<file path="src/rtl/rv32i_defs.sv">
// Shared rv32i control definitions: opcodes, main FSM state codes, datapath
// select codes and the per-state control word used by the main controller.
package rv32i_defs;

   localparam logic [6:0] OP_LW  = 7'b0000011;
   localparam logic [6:0] OP_SW  = 7'b0100011;
   localparam logic [6:0] OP_R   = 7'b0110011;
   localparam logic [6:0] OP_I   = 7'b0010011;
   localparam logic [6:0] OP_BEQ = 7'b1100011;
   localparam logic [6:0] OP_JAL = 7'b1101111;

   typedef enum logic [3:0] {
      S_FETCH    = 4'd0,
      S_DECODE   = 4'd1,
      S_MEMADR   = 4'd2,
      S_MEMREAD  = 4'd3,
      S_MEMWB    = 4'd4,
      S_MEMWRITE = 4'd5,
      S_EXECR    = 4'd6,
      S_EXECI    = 4'd7,
      S_ALUWB    = 4'd8,
      S_BEQ      = 4'd9,
      S_JAL      = 4'd10,
      S_ILLEGAL  = 4'd11
   } state_t;

   localparam logic [1:0] ALUOP_ADD   = 2'b00;
   localparam logic [1:0] ALUOP_SUB   = 2'b01;
   localparam logic [1:0] ALUOP_FUNCT = 2'b10;

   localparam logic [1:0] RES_ALUOUT    = 2'b00;
   localparam logic [1:0] RES_DATA      = 2'b01;
   localparam logic [1:0] RES_ALURESULT = 2'b10;

   localparam logic [1:0] SRCA_PC    = 2'b00;
   localparam logic [1:0] SRCA_OLDPC = 2'b01;
   localparam logic [1:0] SRCA_RS1   = 2'b10;

   localparam logic [1:0] SRCB_RS2  = 2'b00;
   localparam logic [1:0] SRCB_IMM  = 2'b01;
   localparam logic [1:0] SRCB_FOUR = 2'b10;

   localparam logic [1:0] IMM_I = 2'b00;
   localparam logic [1:0] IMM_S = 2'b01;
   localparam logic [1:0] IMM_B = 2'b10;
   localparam logic [1:0] IMM_J = 2'b11;

   typedef struct packed {
      logic       pc_update;
      logic       branch;
      logic       adr_src;
      logic       mem_write;
      logic       ir_write;
      logic [1:0] result_src;
      logic [1:0] alu_src_a;
      logic [1:0] alu_src_b;
      logic       reg_write;
      logic [1:0] alu_op;
      logic       trap;
   } ctrl_t;

   // Moore control word for a state; unlisted states keep the all-zero default.
   function automatic ctrl_t ctrl_for(state_t s);
      ctrl_t c;
      c = '0;
      case (s)
         S_FETCH: begin
            c.ir_write   = 1'b1;
            c.pc_update  = 1'b1;
            c.alu_src_b  = SRCB_FOUR;
            c.result_src = RES_ALURESULT;
            c.alu_op     = ALUOP_ADD;
         end
         S_DECODE: begin
            c.alu_src_a = SRCA_OLDPC;
            c.alu_src_b = SRCB_IMM;
         end
         S_MEMADR: begin
            c.alu_src_a = SRCA_RS1;
            c.alu_src_b = SRCB_IMM;
         end
         S_MEMREAD:  c.adr_src = 1'b1;
         S_MEMWB: begin
            c.result_src = RES_DATA;
            c.reg_write  = 1'b1;
         end
         S_MEMWRITE: begin
            c.adr_src   = 1'b1;
            c.mem_write = 1'b1;
         end
         S_EXECR: begin
            c.alu_src_a = SRCA_RS1;
            c.alu_src_b = SRCB_RS2;
            c.alu_op    = ALUOP_FUNCT;
         end
         S_EXECI: begin
            c.alu_src_a = SRCA_RS1;
            c.alu_src_b = SRCB_IMM;
            c.alu_op    = ALUOP_FUNCT;
         end
         S_ALUWB: begin
            c.result_src = RES_ALUOUT;
            c.reg_write  = 1'b1;
         end
         S_BEQ: begin
            c.alu_src_a = SRCA_RS1;
            c.alu_src_b = SRCB_RS2;
            c.alu_op    = ALUOP_SUB;
            c.branch    = 1'b1;
         end
         S_JAL: begin
            c.alu_src_a = SRCA_OLDPC;
            c.alu_src_b = SRCB_FOUR;
            c.pc_update = 1'b1;
         end
         S_ILLEGAL: c.trap = 1'b1;
         default: c = '0;
      endcase
      return c;
   endfunction

endpackage

</file>
<file path="src/rtl/imm_src_deco.sv">
// Immediate-format select decoded directly from the opcode field.
module imm_src_deco
   import rv32i_defs::*;
(
   input  logic [6:0] op_i,
   output logic [1:0] imm_src_o
);

   always_comb begin
      imm_src_o = IMM_I;
      case (op_i)
         OP_SW:   imm_src_o = IMM_S;
         OP_BEQ:  imm_src_o = IMM_B;
         OP_JAL:  imm_src_o = IMM_J;
         default: imm_src_o = IMM_I;
      endcase
   end

endmodule

</file>
<file path="src/rtl/main_fsm.sv">
// Multicycle rv32i main controller: Moore FSM sequencing fetch through
// writeback, driving datapath selects, write enables and aluOp.
module main_fsm
   import rv32i_defs::*;
#(
   parameter bit ILLEGAL_HALT = 1'b1
) (
   input  logic       clk,
   input  logic       rst_n,
   input  logic [6:0] op,
   input  logic       zero,
   output logic       pcWrite,
   output logic       adrSrc,
   output logic       memWrite,
   output logic       irWrite,
   output logic [1:0] resultSrc,
   output logic [1:0] aluSrcA,
   output logic [1:0] aluSrcB,
   output logic       regWrite,
   output logic [1:0] aluOp,
   output logic [1:0] immSrc,
   output logic       trap,
   output logic [3:0] state
);

   state_t state_q, state_d;
   ctrl_t  ctrl_q;

   always_comb begin
      state_d = S_FETCH;
      case (state_q)
         S_FETCH: state_d = S_DECODE;
         S_DECODE: begin
            case (op)
               OP_LW, OP_SW: state_d = S_MEMADR;
               OP_R:         state_d = S_EXECR;
               OP_I:         state_d = S_EXECI;
               OP_BEQ:       state_d = S_BEQ;
               OP_JAL:       state_d = S_JAL;
               default:      state_d = S_ILLEGAL;
            endcase
         end
         S_MEMADR:   state_d = (op == OP_LW) ? S_MEMREAD : S_MEMWRITE;
         S_MEMREAD:  state_d = S_MEMWB;
         S_MEMWB:    state_d = S_FETCH;
         S_MEMWRITE: state_d = S_FETCH;
         S_EXECR:    state_d = S_ALUWB;
         S_EXECI:    state_d = S_ALUWB;
         S_ALUWB:    state_d = S_FETCH;
         S_BEQ:      state_d = S_FETCH;
         S_JAL:      state_d = S_ALUWB;
         S_ILLEGAL:  state_d = ILLEGAL_HALT ? S_ILLEGAL : S_FETCH;
         default:    state_d = S_FETCH;
      endcase
   end

   // Control word is registered alongside the state from the next-state value,
   // so it always matches state_q without a decode after the flop.
   always_ff @(posedge clk) begin
      if (!rst_n) begin
         state_q <= S_FETCH;
         ctrl_q  <= ctrl_for(S_FETCH);
      end else begin
         state_q <= state_d;
         ctrl_q  <= ctrl_for(state_d);
      end
   end

   // Enables are masked by rst_n so an asserted reset kills writes immediately.
   assign pcWrite   = rst_n & (ctrl_q.pc_update | (ctrl_q.branch & zero));
   assign memWrite  = rst_n & ctrl_q.mem_write;
   assign irWrite   = rst_n & ctrl_q.ir_write;
   assign regWrite  = rst_n & ctrl_q.reg_write;
   assign trap      = rst_n & ctrl_q.trap;
   assign adrSrc    = ctrl_q.adr_src;
   assign resultSrc = ctrl_q.result_src;
   assign aluSrcA   = ctrl_q.alu_src_a;
   assign aluSrcB   = ctrl_q.alu_src_b;
   assign aluOp     = ctrl_q.alu_op;
   assign state     = state_q;

   imm_src_deco u_imm_src_deco (
      .op_i      (op),
      .imm_src_o (immSrc)
   );

endmodule

</file>
<file path="config.mk">
export PLATFORM = sky130hd
export DESIGN_NAME = main_fsm
export DESIGN_NICKNAME = d
export VERILOG_FILES = /design/src/rtl/rv32i_defs.sv /design/src/rtl/imm_src_deco.sv /design/src/rtl/main_fsm.sv
export SDC_FILE = /design/constraint.sdc
export NUM_CORES = 1
export LEC_CHECK = 0
export CORE_MARGIN = 3
export CORE_UTILIZATION = 47
export DETAILED_ROUTE_END_ITERATION = 10
export PLACE_DENSITY = 0.82
export SYNTH_ARGS = -nofsm -noshare
export SYNTH_HDL_FRONTEND = slang
export SYNTH_SLANG_ARGS = --single-unit
</file>
<file path="constraint.sdc">
create_clock -name clk -period 4.4 [get_ports clk]
set_input_delay 0.88 -clock clk [delete_from_list [all_inputs] [get_ports clk]]
set_output_delay 0.88 -clock clk [all_outputs]
set_load 0.01 [all_outputs]
</file>
==> impl_metrics.json <==
{
  "final_max_slew_viol_count": 0,
  "vias": 820,
  "ant_nets": 0,
  "coreArea_um2": 1764,
  "setup_tns_ns": 0,
  "synth.largest_area_cell": "dfxtp_1",
  "wl_per_cell_um": 12.67,
  "cp_data_arrival_time_ns": 2.44,
  "groute.layer.met1.usage_pct": 23.73,
  "syn-num-nets": 113,
  "post_cts_resized": 0,
  "cp-end-kind": "primary output",
  "clkSinkCount": 17,
  "finalHoldViolCount": 0,
  "min_period_ns": 3.316,
  "area_delta_synth_final_pct": 30.70,
  "overflow": 0,
  "h-tree-depth": 1,
  "synthFlopType": "dfxtp_1",
  "dp_slack_ns": 1.085,
  "first_iter_violations": 20,
  "yosysUniqueCellTypes": 38,
  "initial_utilization_pct": 50.35,
  "yosysSeqAreaShare_pct": 38.31,
  "cts.path.max_buffers": 2,
  "fmax_ghz": 0.3016,
  "rsz0062_at_grt": "false",
  "antenna_found_initial": 0,
  "drc": 0,
  "clock_latency_ns": 0.28,
  "final_common_cell": "clkdlybuf4s50_1",
  "drt-total-wl_um": 1888,
  "rows": 15,
  "peakVddDrop_mv": 0.3216,
  "die_h_um": 49.48,
  "use_met2_pct": 29.91,
  "synth_edf_count": 0,
  "synth_top_area_share_pct": 38.31,
  "fin_crit_sh_pct": 75.36,
  "io_buffers": 29,
  "yosysWarningCount": 0,
  "grt_pass1_vias": 788,
  "slew_headroom_pct": 58.80,
  "gp_congestion": 0.8632,
  "dieArea_um2": 2448,
  "grt_usage_pct": 18.04,
  "die_w_um": 49.48,
  "ios": 30,
  "cp.required_ns": 3.52,
  "grt.busiest_layer": "met2",
  "maxCapViolCount": 0,
  "ys_ff_latch": 17,
  "first_pass_iters": 4,
  "p_leak_nw": 0.4169,
  "synth.area.top_cells": "dfxtp_1, buf_4, nor3_1",
  "clk_pin_slew_ns": 0.08,
  "start_kind": "primary input",
  "place_hpwl_um": 1482,
  "grt_pass1_wl_um": 3512,
  "nNetsFinal": 135,
  "cts_made_buffers": 3,
  "powerDensity_nw_per_um2": 338.2,
  "status": "complete, no violations",
  "viasPerCell": 5.503,
  "cts_hold_buf": 0,
  "cts_tree": "built",
  "async_flop_share_pct": 0,
  "n_antenna_cell": 0,
  "worstSetupPathType": "in2out",
  "use_met3_pct": 5.740,
  "tightest_slew_ns": 0.6116,
  "layout-drive-gt1-share_pct": 5.645,
  "cts-root-buf": "clkbuf_4",
  "finalWorstSetupSlack_ns": 1.084,
  "syn_area_um2": 888.4,
  "syn_inst": 103,
  "postCtsSetupBuffers": 0,
  "synth.avg_cell_area_um2": 8.625,
  "num-fill-cells": 164,
  "grt_max_degree": 15,
  "setup_viol": 0,
  "hp-class": "reg2reg",
  "finalClockSkew_ns": 0.002127,
  "final_cell_mix": "clkdlybuf4s50_1, dfxtp_1, nor3_1",
  "worstPathMaxFanout": 7
}
==> synthesized netlist by cell type (2+ instances only) <==
library cell,number
nor2_1,6
or2_1,2
nand3_1,3
inv_1,3
buf_4,8
nor3_1,9
clkbuf_1,4
dfxtp_1,17
nand4_1,2
o21a_1,4
nor2b_1,2
nor4_1,2
and2_1,7
o21ai_0,3
a21oi_1,2
nand2_1,6
a21boi_0,2
==> worst max-delay path, cell delays in order <==
cell	delay (ns)
clkdlybuf4s50_1	0.57
and2_1	0.19
a21oi_1	0.07
nor3_1	0.16
clkdlybuf4s50_1	0.57
==> power by group <==
group          switching [mW]  total (mW)  internal, mW
logic                  0.0621       0.130        0.0675
clock network          0.0416      0.0768        0.0352
registers              0.0155       0.186         0.171
total                   0.119       0.393         0.273
==> registers in the layout (all words and copies together) (netlist names) <==
register	flops
resultSrc	1
aluOp	2
aluSrcA	2
state	4
aluSrcB	2
adrSrc	1
ctrl_q	5
==> path summary, 6_finish.rpt <==
check                               from          to  slack (ns)  depth (start not counted)
worst min register to register  state[0]  aluSrcA[1]        0.64                          2
worst max register to register  state[3]  aluSrcA[0]        2.52                          5
worst min-delay path            state[0]  aluSrcA[1]        0.64                          2
worst max-delay path               op[2]   immSrc[0]        1.08                          5
==> logic make-up (layout without fill, tap and decap cells) <==
kind of cell	after synthesis	count (layout)	share of synthesized area, %
AO/OA/AOI/OAI	22	22	20.00
AND/OR/NAND/NOR	47	47	30.00
XOR/XNOR	2	2	1.972
buffers and inverters	15	36	9.718
flip-flops	17	17	38.31
==> final cells by class <==
class                           count  area [um2]  share of cell area [%]
Multi-Input combinational cell     71       461.7                   39.76
Tap cell                           25       31.28                   2.694
Inverter                            3       11.26                  0.9698
Timing Repair Buffer               29       290.3                   25.00
Sequential cell                    17       340.3                   29.31
Clock buffer                        4       26.28                   2.263
==> layer usage <==
layer,share of wire (%),vias up
li1,-,410
met1,46,379
met3,5.8,0
met5,0,-
met4,0,0
met2,48,31
==> stage by stage <==
step           utilization, %  cells  hold WS, ns  cell area, um2  power, mW
2_1_floorplan               -    103       0.6794           888.4     0.2721
3_3_place_gp            64.33    145       0.6244            1135     0.3156
3_5_place_dp            64.33    145       0.6268            1135     0.3184
4_1_cts                 65.82    149       0.6415            1161     0.3961
5_1_grt                 65.82    149       0.7007            1161     0.4247
6_report                65.82    149       0.6353            1161     0.3927
Power figures use the tool's default switching activity.
